File: src/rtl/playseq_pkg.sv
// Shared constants for the playseq button front end: FSM state codes, debounce default and a
// one-hot helper.
package playseq_pkg;

  localparam int unsigned DebounceCyclesDefault = 20;

  localparam logic [1:0] StOcioso      = 2'b00;
  localparam logic [1:0] StFiltraAtivo = 2'b01;
  localparam logic [1:0] StPressionado = 2'b10;
  localparam logic [1:0] StFiltraSolta = 2'b11;

  function automatic logic eh_one_hot(input logic [3:0] v);
    return (v != 4'b0000) && ((v & (v - 4'd1)) == 4'b0000);
  endfunction

endpackage

File: src/rtl/sincronizador_2ff.sv
// Two-flop synchronizer bringing the asynchronous raw button levels into the clock domain.
module sincronizador_2ff #(
  parameter int unsigned WIDTH = 4
) (
  input  logic             clock,
  input  logic             reset,
  input  logic [WIDTH-1:0] d,
  output logic [WIDTH-1:0] q
);

  logic [WIDTH-1:0] meta_q;
  logic [WIDTH-1:0] sync_q;

  always_ff @(posedge clock or negedge reset) begin
    if (!reset) begin
      meta_q <= '0;
      sync_q <= '0;
    end else begin
      meta_q <= d;
      sync_q <= meta_q;
    end
  end

  assign q = sync_q;

endmodule

File: src/rtl/playseq_entrada_botoes.sv
// Debounces four push buttons into a one-hot code with press/release pulses; multi-button presses
// are flagged and never produce a move.
module playseq_entrada_botoes
  import playseq_pkg::*;
#(
  parameter int unsigned DEBOUNCE_CYCLES = DebounceCyclesDefault
) (
  input  logic       clock,
  input  logic       reset,
  input  logic [3:0] botoes_brutos,
  output logic [3:0] botoes,
  output logic       tem_jogada,
  output logic       soltou,
  output logic       multipla,
  output logic [1:0] db_estado
);

  localparam logic [7:0] CntFim = 8'(DEBOUNCE_CYCLES - 1);

  logic [3:0] s_sync;
  logic [1:0] estado_q, estado_d;
  logic [7:0] cnt_q, cnt_d, cnt_inc;
  logic [3:0] cand_q, cand_d;
  logic [3:0] botoes_q, botoes_d;
  logic       tem_q, tem_d;
  logic       soltou_q, soltou_d;
  logic       mult_q, mult_d;

  sincronizador_2ff #(
    .WIDTH (4)
  ) u_sinc (
    .clock (clock),
    .reset (reset),
    .d     (botoes_brutos),
    .q     (s_sync)
  );

  assign cnt_inc = (cnt_q == 8'hFF) ? cnt_q : cnt_q + 8'd1;

  always_comb begin
    estado_d = estado_q;
    cnt_d    = cnt_q;
    cand_d   = cand_q;
    botoes_d = botoes_q;
    mult_d   = mult_q;
    tem_d    = 1'b0;
    soltou_d = 1'b0;
    unique case (estado_q)
      StOcioso: begin
        if (s_sync != 4'b0000) begin
          cand_d   = s_sync;
          cnt_d    = 8'd0;
          estado_d = StFiltraAtivo;
        end
      end
      StFiltraAtivo: begin
        if (s_sync == 4'b0000) begin
          estado_d = StOcioso;
        end else if (s_sync != cand_q) begin
          cand_d = s_sync;
          cnt_d  = 8'd0;
        end else if (cnt_q == CntFim) begin
          estado_d = StPressionado;
          if (eh_one_hot(cand_q)) begin
            botoes_d = cand_q;
            tem_d    = 1'b1;
          end else begin
            botoes_d = 4'b0000;
            mult_d   = 1'b1;
          end
        end else begin
          cnt_d = cnt_inc;
        end
      end
      StPressionado: begin
        if (s_sync != cand_q) begin
          cnt_d    = 8'd0;
          estado_d = StFiltraSolta;
        end
      end
      StFiltraSolta: begin
        if (s_sync == cand_q) begin
          estado_d = StPressionado;
        end else if (s_sync != 4'b0000) begin
          // A different press must be fully released before it can count.
          cnt_d = 8'd0;
        end else if (cnt_q == CntFim) begin
          estado_d = StOcioso;
          botoes_d = 4'b0000;
          mult_d   = 1'b0;
          soltou_d = 1'b1;
        end else begin
          cnt_d = cnt_inc;
        end
      end
      default: estado_d = StOcioso;
    endcase
  end

  always_ff @(posedge clock or negedge reset) begin
    if (!reset) begin
      estado_q <= StOcioso;
      cnt_q    <= 8'd0;
      cand_q   <= 4'b0000;
      botoes_q <= 4'b0000;
      tem_q    <= 1'b0;
      soltou_q <= 1'b0;
      mult_q   <= 1'b0;
    end else begin
      estado_q <= estado_d;
      cnt_q    <= cnt_d;
      cand_q   <= cand_d;
      botoes_q <= botoes_d;
      tem_q    <= tem_d;
      soltou_q <= soltou_d;
      mult_q   <= mult_d;
    end
  end

  assign botoes     = botoes_q;
  assign tem_jogada = tem_q;
  assign soltou     = soltou_q;
  assign multipla   = mult_q;
  assign db_estado  = estado_q;

endmodule

File: config.mk
export PLATFORM = sky130hd
export DESIGN_NAME = playseq_entrada_botoes
export DESIGN_NICKNAME = d
export VERILOG_FILES = /design/src/rtl/playseq_pkg.sv /design/src/rtl/sincronizador_2ff.sv /design/src/rtl/playseq_entrada_botoes.sv
export SDC_FILE = /design/constraint.sdc
export NUM_CORES = 1
export LEC_CHECK = 0
export CAP_MARGIN = 20
export CORE_UTILIZATION = 25
export DETAILED_ROUTE_END_ITERATION = 8
export PLACE_DENSITY = 0.52
export SLEW_MARGIN = 30
export SYNTH_ARGS = -nofsm -noshare
export SYNTH_HDL_FRONTEND = slang
export SYNTH_SLANG_ARGS = --single-unit
File: constraint.sdc
create_clock -name clock -period 5.3 [get_ports clock]
set_input_delay 0.795 -clock clock [delete_from_list [all_inputs] [get_ports clock]]
set_output_delay 0.795 -clock clock [all_outputs]
set_load 0.02 [all_outputs]
Word level (Yosys, flattened, before mapping). Cells that the tools add are included.

Bits in registers: 29. Input bits: 6. Output and inout bits: 9. Logic and storage cells: 93.

Add/sub/neg operators: 2. Eq/ne operators: 21. Muxes and demuxes: 47. Bitwise gates (word level): 1. Reductions and logical operators: 13.

Operators by type and width (number): 8-bit 2-to-1 mux (8); 4-bit 2-to-1 mux (10); 8-bit one-hot mux with 4 select lines (1); 2-bit != test (second input constant) (10); 1-bit 2-to-1 mux (16); 2-bit 2-to-1 mux (8); 4-bit one-hot mux with 2 select lines (2); 3-bit != test (second input constant) (4); 8-bit by 1-bit adder with 8-bit output (second input constant) (1); 8-bit by 5-bit equality test with 1-bit output (second input constant) (1); 8-bit equality test (second input constant) (1); 4-bit logical NOT (2); 2-bit one-hot mux with 4 select lines (1); 4-bit AND reduction (2); 8-bit AND reduction (1); 4-bit nonzero test (2); 7-bit AND reduction (1); 6-bit AND reduction (1); 4-bit bitwise AND (1); 2-bit equality test (second input constant) (2); 4-bit equality test (1); 4-bit != test (1); 2-bit nonzero test (2); 4-bit by 1-bit subtractor with 4-bit output (second input constant) (1); other kinds (4) (4).

Longest topological paths before layout.
Word-level depth: 9. Mapped depth: 7. Depth with buffers taken out: 6.

By module. Synthesis repeated with hierarchy kept, for this count alone.

Cell total of the unflattened synthesis: 160. Area, all modules: 1486.4 um2.

By module, submodules not included: playseq_entrada_botoes (instances 1, cells each 152, area each 1286.2 um2, seq. area each 525.5 um2); sincronizador_2ff (instances 1, cells each 8, area each 200.2 um2, seq. area each 200.2 um2).

Least setup slack after synthesis. OpenSTA, ideal clock, no wires.

Path type: flip-flop to flip-flop. From: register cand_q[2]. To: register cnt_q[6]. Setup time: 0.121 ns. Arrival time: 1.588 ns. Slack: 3.591 ns. Cell stages (with the launch flop): 8. Clock period less this slack: 1.709 ns. Cell sequence: dfrtp_1 > xnor2_1 > and4_4 > buf_6 > mux2i_4 > buf_6 > nor3_1 > o22a_1.

Cells in the longest elaborated chain, start to end: 4. Elaborated cells on any way between the ends: 8. Those cells by class: eq/ne: 4; mux: 3; reduce/logical: 1.

Ends and longest elaborated chain: from (decl) (RTL line playseq_entrada_botoes.sv:23) `logic [3:0] cand_q, cand_d;`; from (signal assigned) (RTL line playseq_entrada_botoes.sv:112) `cand_q <= cand_d;`; 4-bit != test (RTL line playseq_entrada_botoes.sv:59, playseq_entrada_botoes.sv:76); 8-bit 2-to-1 mux (RTL line playseq_entrada_botoes.sv:59) `end else if (s_sync != cand_q) begin`; 8-bit 2-to-1 mux (RTL line playseq_entrada_botoes.sv:57) `if (s_sync == 4'b0000) begin`; 8-bit one-hot mux with 4 select lines (RTL line playseq_entrada_botoes.sv:48) `unique case (estado_q)`; to (signal assigned) (RTL line playseq_entrada_botoes.sv:111) `cnt_q <= cnt_d;`; to (decl) (RTL line playseq_entrada_botoes.sv:22) `logic [7:0] cnt_q, cnt_d, cnt_inc;`.

Parallel ways exist; a longest one is shown, timed or not. The select of a mux whose other input is x is not followed. A chain may end at the register's enable or synchronous reset.

Worst setup path in the final report.
From: register estado_q[0], in the netlist db_estado[0]. To: output port db_estado[0].

RTL lines: from (decl) (RTL line playseq_entrada_botoes.sv:21) `logic [1:0] estado_q, estado_d;`; from (signal assigned) (RTL line playseq_entrada_botoes.sv:102) `estado_q <= StOcioso;`; from (signal assigned) (RTL line playseq_entrada_botoes.sv:110) `estado_q <= estado_d;`; to (decl) (RTL line playseq_entrada_botoes.sv:15) `output logic [1:0] db_estado`.

No word-level cell between the ends.

==> out/results.txt <==
Status: completed
HP Start: u_sinc.meta_q[3]$_DFF_PN0_
Power Dens Cells: 294.4 nW/um2
Crit-path cells: clkdlybuf4s50_1
FILL cells: 589
Post-Route Setup TNS: 0 ns
Clock Latency Late Sink: 0.27 ns
Clock sink total: 29
Max VDD drop: 0.0001441 V
Mapped Nets: 138
CP max-delay cell: clkdlybuf4s50_1
RSZ-0062 raised after global routing: no
Slew Limit Fails: 0
Final wirelength: 2.885 mm
Peak Freq: 0.4480 GHz
Most common cell after layout, fill and taps aside: dfrtp_1
DRT Pass-1 Iters: 4
Post-synth ARST share: 100.0%
Clock Path Buffers: 2
Net count reported at finish: 157
Num ports: 15
Vias: 1088
Post-DP HPWL: 2.121 mm
Initial DRC count: 50
Hold Path Class: register to register
Final ANT Viol Nets: 0
IO buf count: 14
Cts repair resizes: 0
Post-synthesis sequential area ratio: 50.39%
Die H: 77.90 um
Crit Path Category: register to output pin
Syn Std Cell Area: 1440 um2
FF+latch count, synth: 29
Critical path endpoint category: output pin
Slew HR: 52.36%
Die span in x: 77.90 um
FF-to-FF Start: u_sinc.q[0]$_DFF_PN0_
Reg2Reg Setup Slack: 3.30 ns
CTS root buf: clkbuf_8
Initial antenna violation count: 0
First-pass GRT wire length: 5.092 mm
CTS tree: done
Drc violations: 0
Worst path bufs/invs: 1
Worst Path Arrival: 1.44 ns
Final GP Congestion: 0.7591
Reg clk slew, reported paths: 0.06 ns
Crit path max fanout: 9
Syn Inst Count: 131
Tmin final: 2.232 ns
Layout area overhead: 22.50%
Most used DFF post-synth: dfrtp_1
Core region area: 5540 um2
Syn Area/Cell: 10.99 um2
Vias in the first global route: 1109
Cell variety after synth: 45
Max-cap viol count: 0
Endpoints failing hold: 0
Most frequent cells in the layout: dfrtp_1, clkdlybuf4s50_1, nand2_1
Clock Skew: 0.003832 ns
Slowest stage delay, CP: 0.66 ns
Hold-fix buffers at CTS: 0
Critical path required time: 4.51 ns
Slew @ Worst Pin: 0.7072 ns
Static Leak: 0.7059 nW
Via density: 4.879
Final number of setup-violating endpoints: 0
N_diodes: 0
Total CTS buffers: 5
Tcrit/Tclk final: 42.11%
Setup crit start: db_estado[0]$_DFFE_PN0P_
Die area: 6068 um2
CP top delay family: buffers and inverters
H-tree levels: 2
Worst hold slack: 0.3501 ns
Initial Util: 25.99%
All-Layer GR Usage: 10.92%
Largest net degree at the start of global routing: 30
Synth warn: 0
Row count: 27
Startpoint Class: register
Gr ovfl total: 0
Routed wirelength normalized by instance count: 12.94 um
Layout cells sized above 1: 17.22%
Post-CTS Setup Bufs: 0
Number of enable flip-flop cells after synthesis: 0
through the flow:
stage	std cells	util, %	cell area, um2	setup WS, ns	power, mW
2_1_floorplan	131	-	1440	3.591	0.2731
3_3_place_gp	215	29.67	1644	3.347	0.2858
3_5_place_dp	215	29.67	1644	3.322	0.2874
4_1_cts	223	31.84	1764	3.039	0.5280
5_1_grt	223	31.84	1764	2.996	0.5450
6_report	223	31.84	1764	3.068	0.5193
kinds of logic (layout without fill, tap and decap cells):
| family | after synthesis | in the layout | share of synthesized area [%] |
|---|---|---|---|
| compound gates | 34 | 34 | 16.86 |
| xor+xnor | 5 | 5 | 3.041 |
| fa+ha+maj | 1 | 1 | 0.8687 |
| buf+inv | 7 | 27 | 3.648 |
| flops | 29 | 29 | 50.39 |
| mux | 5 | 5 | 4.604 |
| simple gates | 50 | 50 | 20.59 |
metal layers:
| layer | up-vias | wire (um) | track usage, % |
|---|---|---|---|
| met2 | 16 | 1450 | 17.88 |
| li1 | 535 | - | - |
| met4 | 0 | 49 | 5.741 |
| met1 | 531 | 1299 | 12.53 |
| met3 | 6 | 85 | 3.765 |
| met5 | - | 0 | 0 |
synthesized netlist by cell type, drive strengths merged (2+ instances only):
cell,count,area share [%]
nor4,2,1.9
a31oi,3,1.3
o221a,2,1.6
clkbuf,2,1.3
a311oi,2,1.2
nor2,9,2.9
or2,2,0.87
a21oi,4,1.7
nor3,5,1.7
mux2,3,2.3
or4,2,1.3
dfrtp,29,50
nand4,2,0.87
a22o,2,1.2
and3,3,1.4
nand2,10,2.6
xnor2,4,2.4
inv,3,0.78
o22a,3,1.9
nand3,9,3.1
buf,2,1.6
o21ai,9,3.1
o41ai,2,1.2
o31ai,4,2.1
mux2i,2,2.3
report_power, final:
part | internal (mW) | switching [mW]
registers | 0.229 | 0.00884
clock network | 0.153 | 0.0838
logic | 0.0203 | 0.0249
total | 0.402 | 0.118
state kept, by name (all words and copies together), names as in the netlist:
name and cells:
cand_q 4, u_sinc.q 4, multipla 1, tem_jogada 1, soltou 1, botoes 4
u_sinc.meta_q 4, cnt_q 8, db_estado 2
final timing paths:
path                                    endpoint  cells past startpoint
setup / recovery                    db_estado[0]                      1
hold / removal             u_sinc.q[3]$_DFF_PN0_                      0
setup reg to reg           botoes[0]$_DFFE_PN0P_                      5
hold reg to reg            u_sinc.q[3]$_DFF_PN0_                      0
max in group asynchronous  u_sinc.q[0]$_DFF_PN0_                      2
min in group asynchronous   cnt_q[5]$_DFFE_PN0P_                      2
layout make-up:
type | instances | area (um2) | share of cell area, %
Sequential cell | 29 | 725.7 | 41.13
Multi-Input combinational cell | 95 | 661.9 | 37.52
Timing Repair Buffer | 16 | 155.1 | 8.794
Tap cell | 72 | 90.09 | 5.106
Clock buffer | 6 | 82.58 | 4.681
Clock inverter | 2 | 37.54 | 2.128
Inverter | 3 | 11.26 | 0.6383
Note: power is estimated with default switching activity, not from simulation.
==> edit 1: new RTL, config.mk and constraints unchanged <==
The package constant `DebounceCyclesDefault` goes from 20 to 10.
--- a/src/rtl/playseq_pkg.sv
+++ b/src/rtl/playseq_pkg.sv
@@ -2,7 +2,7 @@
 // one-hot helper.
 package playseq_pkg;
 
-  localparam int unsigned DebounceCyclesDefault = 20;
+  localparam int unsigned DebounceCyclesDefault = 10;
 
   localparam logic [1:0] StOcioso      = 2'b00;
   localparam logic [1:0] StFiltraAtivo = 2'b01;
Formal check against the unedited RTL: no difference found for any inputs over 10 cycles, from zero or initial values and one cycle with reset low; that may be too few to reach the edited logic, so the function may still have changed.
==> edit 1 against the original RTL <==
- area after synthesis down 3.3%
- critical endpoint is now db_estado[1]
- highest routed layer unchanged
- power up 0.44%
- largest power group unchanged
- cell area down 2.8%
- sequential cell count unchanged
- routed wire length up 2.1%
- die area down 3.2%
- worst setup slack worse by 0.012 ns
==> edit 1: results (changes against the original RTL) <==
[global_route]
met1_usage=0.144  ; +0.0188
grt_pass1_vias=1123  ; +1.3%
grt_pass1_wl_um=5310  ; +4.3%
grtUsageTotal=0.117  ; +0.00756
grtUsageMet2=0.180  ; +0.00142

[setup_path]
timing.rr.start=cnt_q[4]$_DFFE_PN0P_
critPathMaxFanout=10  ; +1
rrSetupSlack_ns=3.09  ; -0.21 ns
cp-endpoint=db_estado[1]
reg2reg_to=db_estado[1]$_DFFE_PN0P_

[route]
wl_met2_um=1450  ; +0.28%
m1WireLength_um=1300  ; +0.23%
drt_iter0_drc=74  ; +48%
routedWlPerCell_um=13.3  ; +2.6%
viasPerCell=5.02  ; +2.9%
route.met3.wl_um=178  ; +110%

[power_and_ir_drop]
p_switching_mw=0.120  ; +1.8%
p_leak_nw=0.716  ; +1.5%

[placement]
hpwl_um=2170  ; +2.2%
placed_area_mm2=0.00160  ; -2.8%
gp_congestion=0.805  ; +6.0%

[yosys]
yosys-mux-area-fraction=0.0261  ; -0.0200
synth_fa_ha_area_frac=0.0180  ; +0.00928
syn_nets=140  ; +1.4%
ys_seq_area_frac=0.521  ; +0.0172
synth_compound_area_frac=0.189  ; +0.0201
synthesis.area_per_instance_um2=10.5  ; -4.0%
yosys-top-cells-count=29 x dfrtp_1, 11 x o21ai_0, 10 x a21oi_1, 8 x inv_1, 8 x nand2_1

[timing]
fin_hold_ws_ns=0.347  ; -0.00293 ns
worst_pin_slew_ns=0.611  ; -0.0966 ns

[outcome]
status=finished, final reports clean

[finish]
nets=159  ; +1.3%
stdcell_count=222  ; -0.45%
drive_gt1_frac=0.0921  ; -0.0801

[hold_path]
whs_endpoint=u_sinc.q[1]$_DFF_PN0_
hp-start=u_sinc.meta_q[1]$_DFF_PN0_

-- edit 1: cell count changes in the layout (fill, tap and decap cells not counted), moves of 3 or more --
| cell | before | now |
|---|---|---|
| a21o_1 | 0 | 3 |
| a21oi_1 | 3 | 10 |
| inv_1 | 3 | 8 |
| nand3_1 | 9 | 5 |
| nor2_1 | 8 | 5 |
| o21ai_0 | 8 | 11 |
| or3_1 | 0 | 5 |
| or4_1 | 1 | 4 |
| xnor2_1 | 4 | 1 |
| xor2_1 | 1 | 4 |
-- edit 1: cell type report --
class	instances	area [µm²]
fill	527	3520
clock inverter	1	30.0
tap	70	87.6
sequential	29	726
clock buffer	7	86.3
timing repair buffer	15	148
multi-input combinational	92	607
inverter	8	30.0
-- edit 1: power by group through the flow --
stage          clock (mW)  combinational [mW]  sequential, mW
6_report            0.236              0.0476           0.238
5_1_grt             0.252              0.0544           0.240
4_1_cts             0.242              0.0483           0.238
3_5_place_dp            0              0.0479           0.242
3_3_place_gp            0              0.0469           0.242
2_1_floorplan           0              0.0325           0.240
==> edit 2: new RTL, same settings <==
Without the edit above. Register the output `botoes` once more, with the module's reset; this adds one clock of latency there. The other outputs are not delayed to match.
--- a/src/rtl/playseq_entrada_botoes.sv
+++ b/src/rtl/playseq_entrada_botoes.sv
@@ -117,7 +117,13 @@
     end
   end
 
-  assign botoes     = botoes_q;
+  always_ff @(posedge clock or negedge reset) begin
+    if (!reset) begin
+      botoes <= '0;
+    end else begin
+      botoes <= botoes_q;
+    end
+  end
   assign tem_jogada = tem_q;
   assign soltou     = soltou_q;
   assign multipla   = mult_q;
Check against the original RTL: same outputs for any inputs over 10 cycles, from zero or initial values and one cycle with reset low; that may be too few to reach the edited logic, so the function may still have changed.
==> edit 2 against the original RTL <==
- routed wire length grew 7.2%
- first-iteration DRC count is 26% lower
- sequential share of layout area up 4.1 points
- cell area increased by 3.4%
- largest power group unchanged
- power is 4.4% lower
- largest cell class unchanged
- sequential cell count grew 4
- clock skew decreased by 0.00078 ns
- area after synthesis rose by 6.8%
- worst setup slack lost 0.080 ns
==> edit 2: results (changes against the original RTL) <==
[placement]
hpwl_um=2180  ; +2.9%
place_ws_ns=3.12  ; -0.202 ns
dp.cells=220  ; +2.3%
gp_congestion=0.774  ; +1.9%

[power_and_ir_drop]
vdd_drop_max_mv=0.108  ; -25%
pwr-share-seq=0.540  ; +0.082
totalPowerFinal_mw=0.496  ; -4.4%
power.internal_mw=0.381  ; -5.3%
p_leak_nw=0.755  ; +7.0%

[clocking]
cts_resized=0  ; unchanged
clock_path_buffers=2  ; unchanged
path_clk_slew_ns=0.06  ; about the same
cts_sinks=33  ; +14%
clkLatencyLatePin_ns=0.28

[finish]
nets=159  ; +1.3%
diodes=0  ; unchanged
fillCellCount=593  ; +0.68%
stdcell_count=227  ; +1.8%
drive_gt1_frac=0.0921  ; -0.0801
clock_buffers=7  ; +1
area_share_nonclk_buffers=0.0809  ; -0.00701
nNonClkBuffers=15  ; -1
nNonClkInverters=2  ; -1
seq_area_um2=826  ; +14%
multi_input_area_um2=663  ; +0.19%
clock_area_frac=0.0473  ; -0.0208

[yosys]
synth-xor-area-share=0.0285  ; -0.00193
synth_compound_area_frac=0.170  ; +0.00151
ys_seq_area_frac=0.537  ; +0.0331
yosys-mux-area-fraction=0.0358  ; -0.0102
synth.distinct_cells=48  ; +6.7%
synth_fa_ha_area_frac=0.00814  ; -0.000551
postSynthCellCount=137  ; +4.6%
synthTopCellsByArea=dfrtp_1 54%, o21ai_0 2.9%, nand3_1 2.6%
yosys-top-cells-count=33 x dfrtp_1, 10 x nand2_1, 9 x o21ai_0, 8 x nand3_1, 6 x nor2_1

[setup_path]
cp_slowest_cell=clkdlybuf4s50_1
cp_top_family=buffers and inverters
cpPeakStageDelay_ns=0.68  ; +0.02 ns
critPathMaxFanout=11  ; +2
arrival_ns=1.52  ; +0.08 ns

[timing]
skew_ns=0.00305  ; -0.000778 ns
relSlewSlack=0.425  ; -0.0986

[route]
drt_iter0_drc=37  ; -26%
viasPerCell=4.96  ; +1.7%
route.met3.wl_um=107  ; +26%
wl_met2_um=1600  ; +10%
m1WireLength_um=1340  ; +2.8%
drt-total-wl_um=3090  ; +7.2%

[global_route]
grtUsageTotal=0.111  ; +0.00173
grt_pass1_vias=1170  ; +5.5%
gr-usage-met3=0.0352  ; -0.00242
met1_usage=0.122  ; -0.00327
grt_max_degree=34  ; +13%
grt_pass1_wl_um=5310  ; +4.3%
grtUsageMet2=0.189  ; +0.0102

[outcome]
status=finished, final reports clean

[hold_path]
min_path_type=flop to flop

edit 2: through the flow:
stage | utilization | area, µm² | hold slack (ns)
global placement | 0.294 | 1740 | 0.335
global route | 0.308 | 1820 | 0.356
detailed placement | 0.294 | 1740 | 0.338
floorplan | - | 1540 | 0.331
CTS | 0.308 | 1820 | 0.353
finish | 0.308 | 1820 | 0.349
edit 2: worst paths after layout:
path                                             from  slack, ns                      end  depth (start not counted)
setup reg to reg                u_sinc.q[1]$_DFF_PN0_       3.12  botoes_q[1]$_DFFE_PN0P_                          5
max in group asynchronous                       reset       4.09    u_sinc.q[1]$_DFF_PN0_                          2
hold reg to reg            u_sinc.meta_q[3]$_DFF_PN0_       0.35    u_sinc.q[3]$_DFF_PN0_                          0
hold / removal             u_sinc.meta_q[3]$_DFF_PN0_       0.35    u_sinc.q[3]$_DFF_PN0_                          0
min in group asynchronous                       reset       0.92     cnt_q[3]$_DFFE_PN0P_                          2
setup / recovery             db_estado[0]$_DFFE_PN0P_       2.99             db_estado[0]                          1
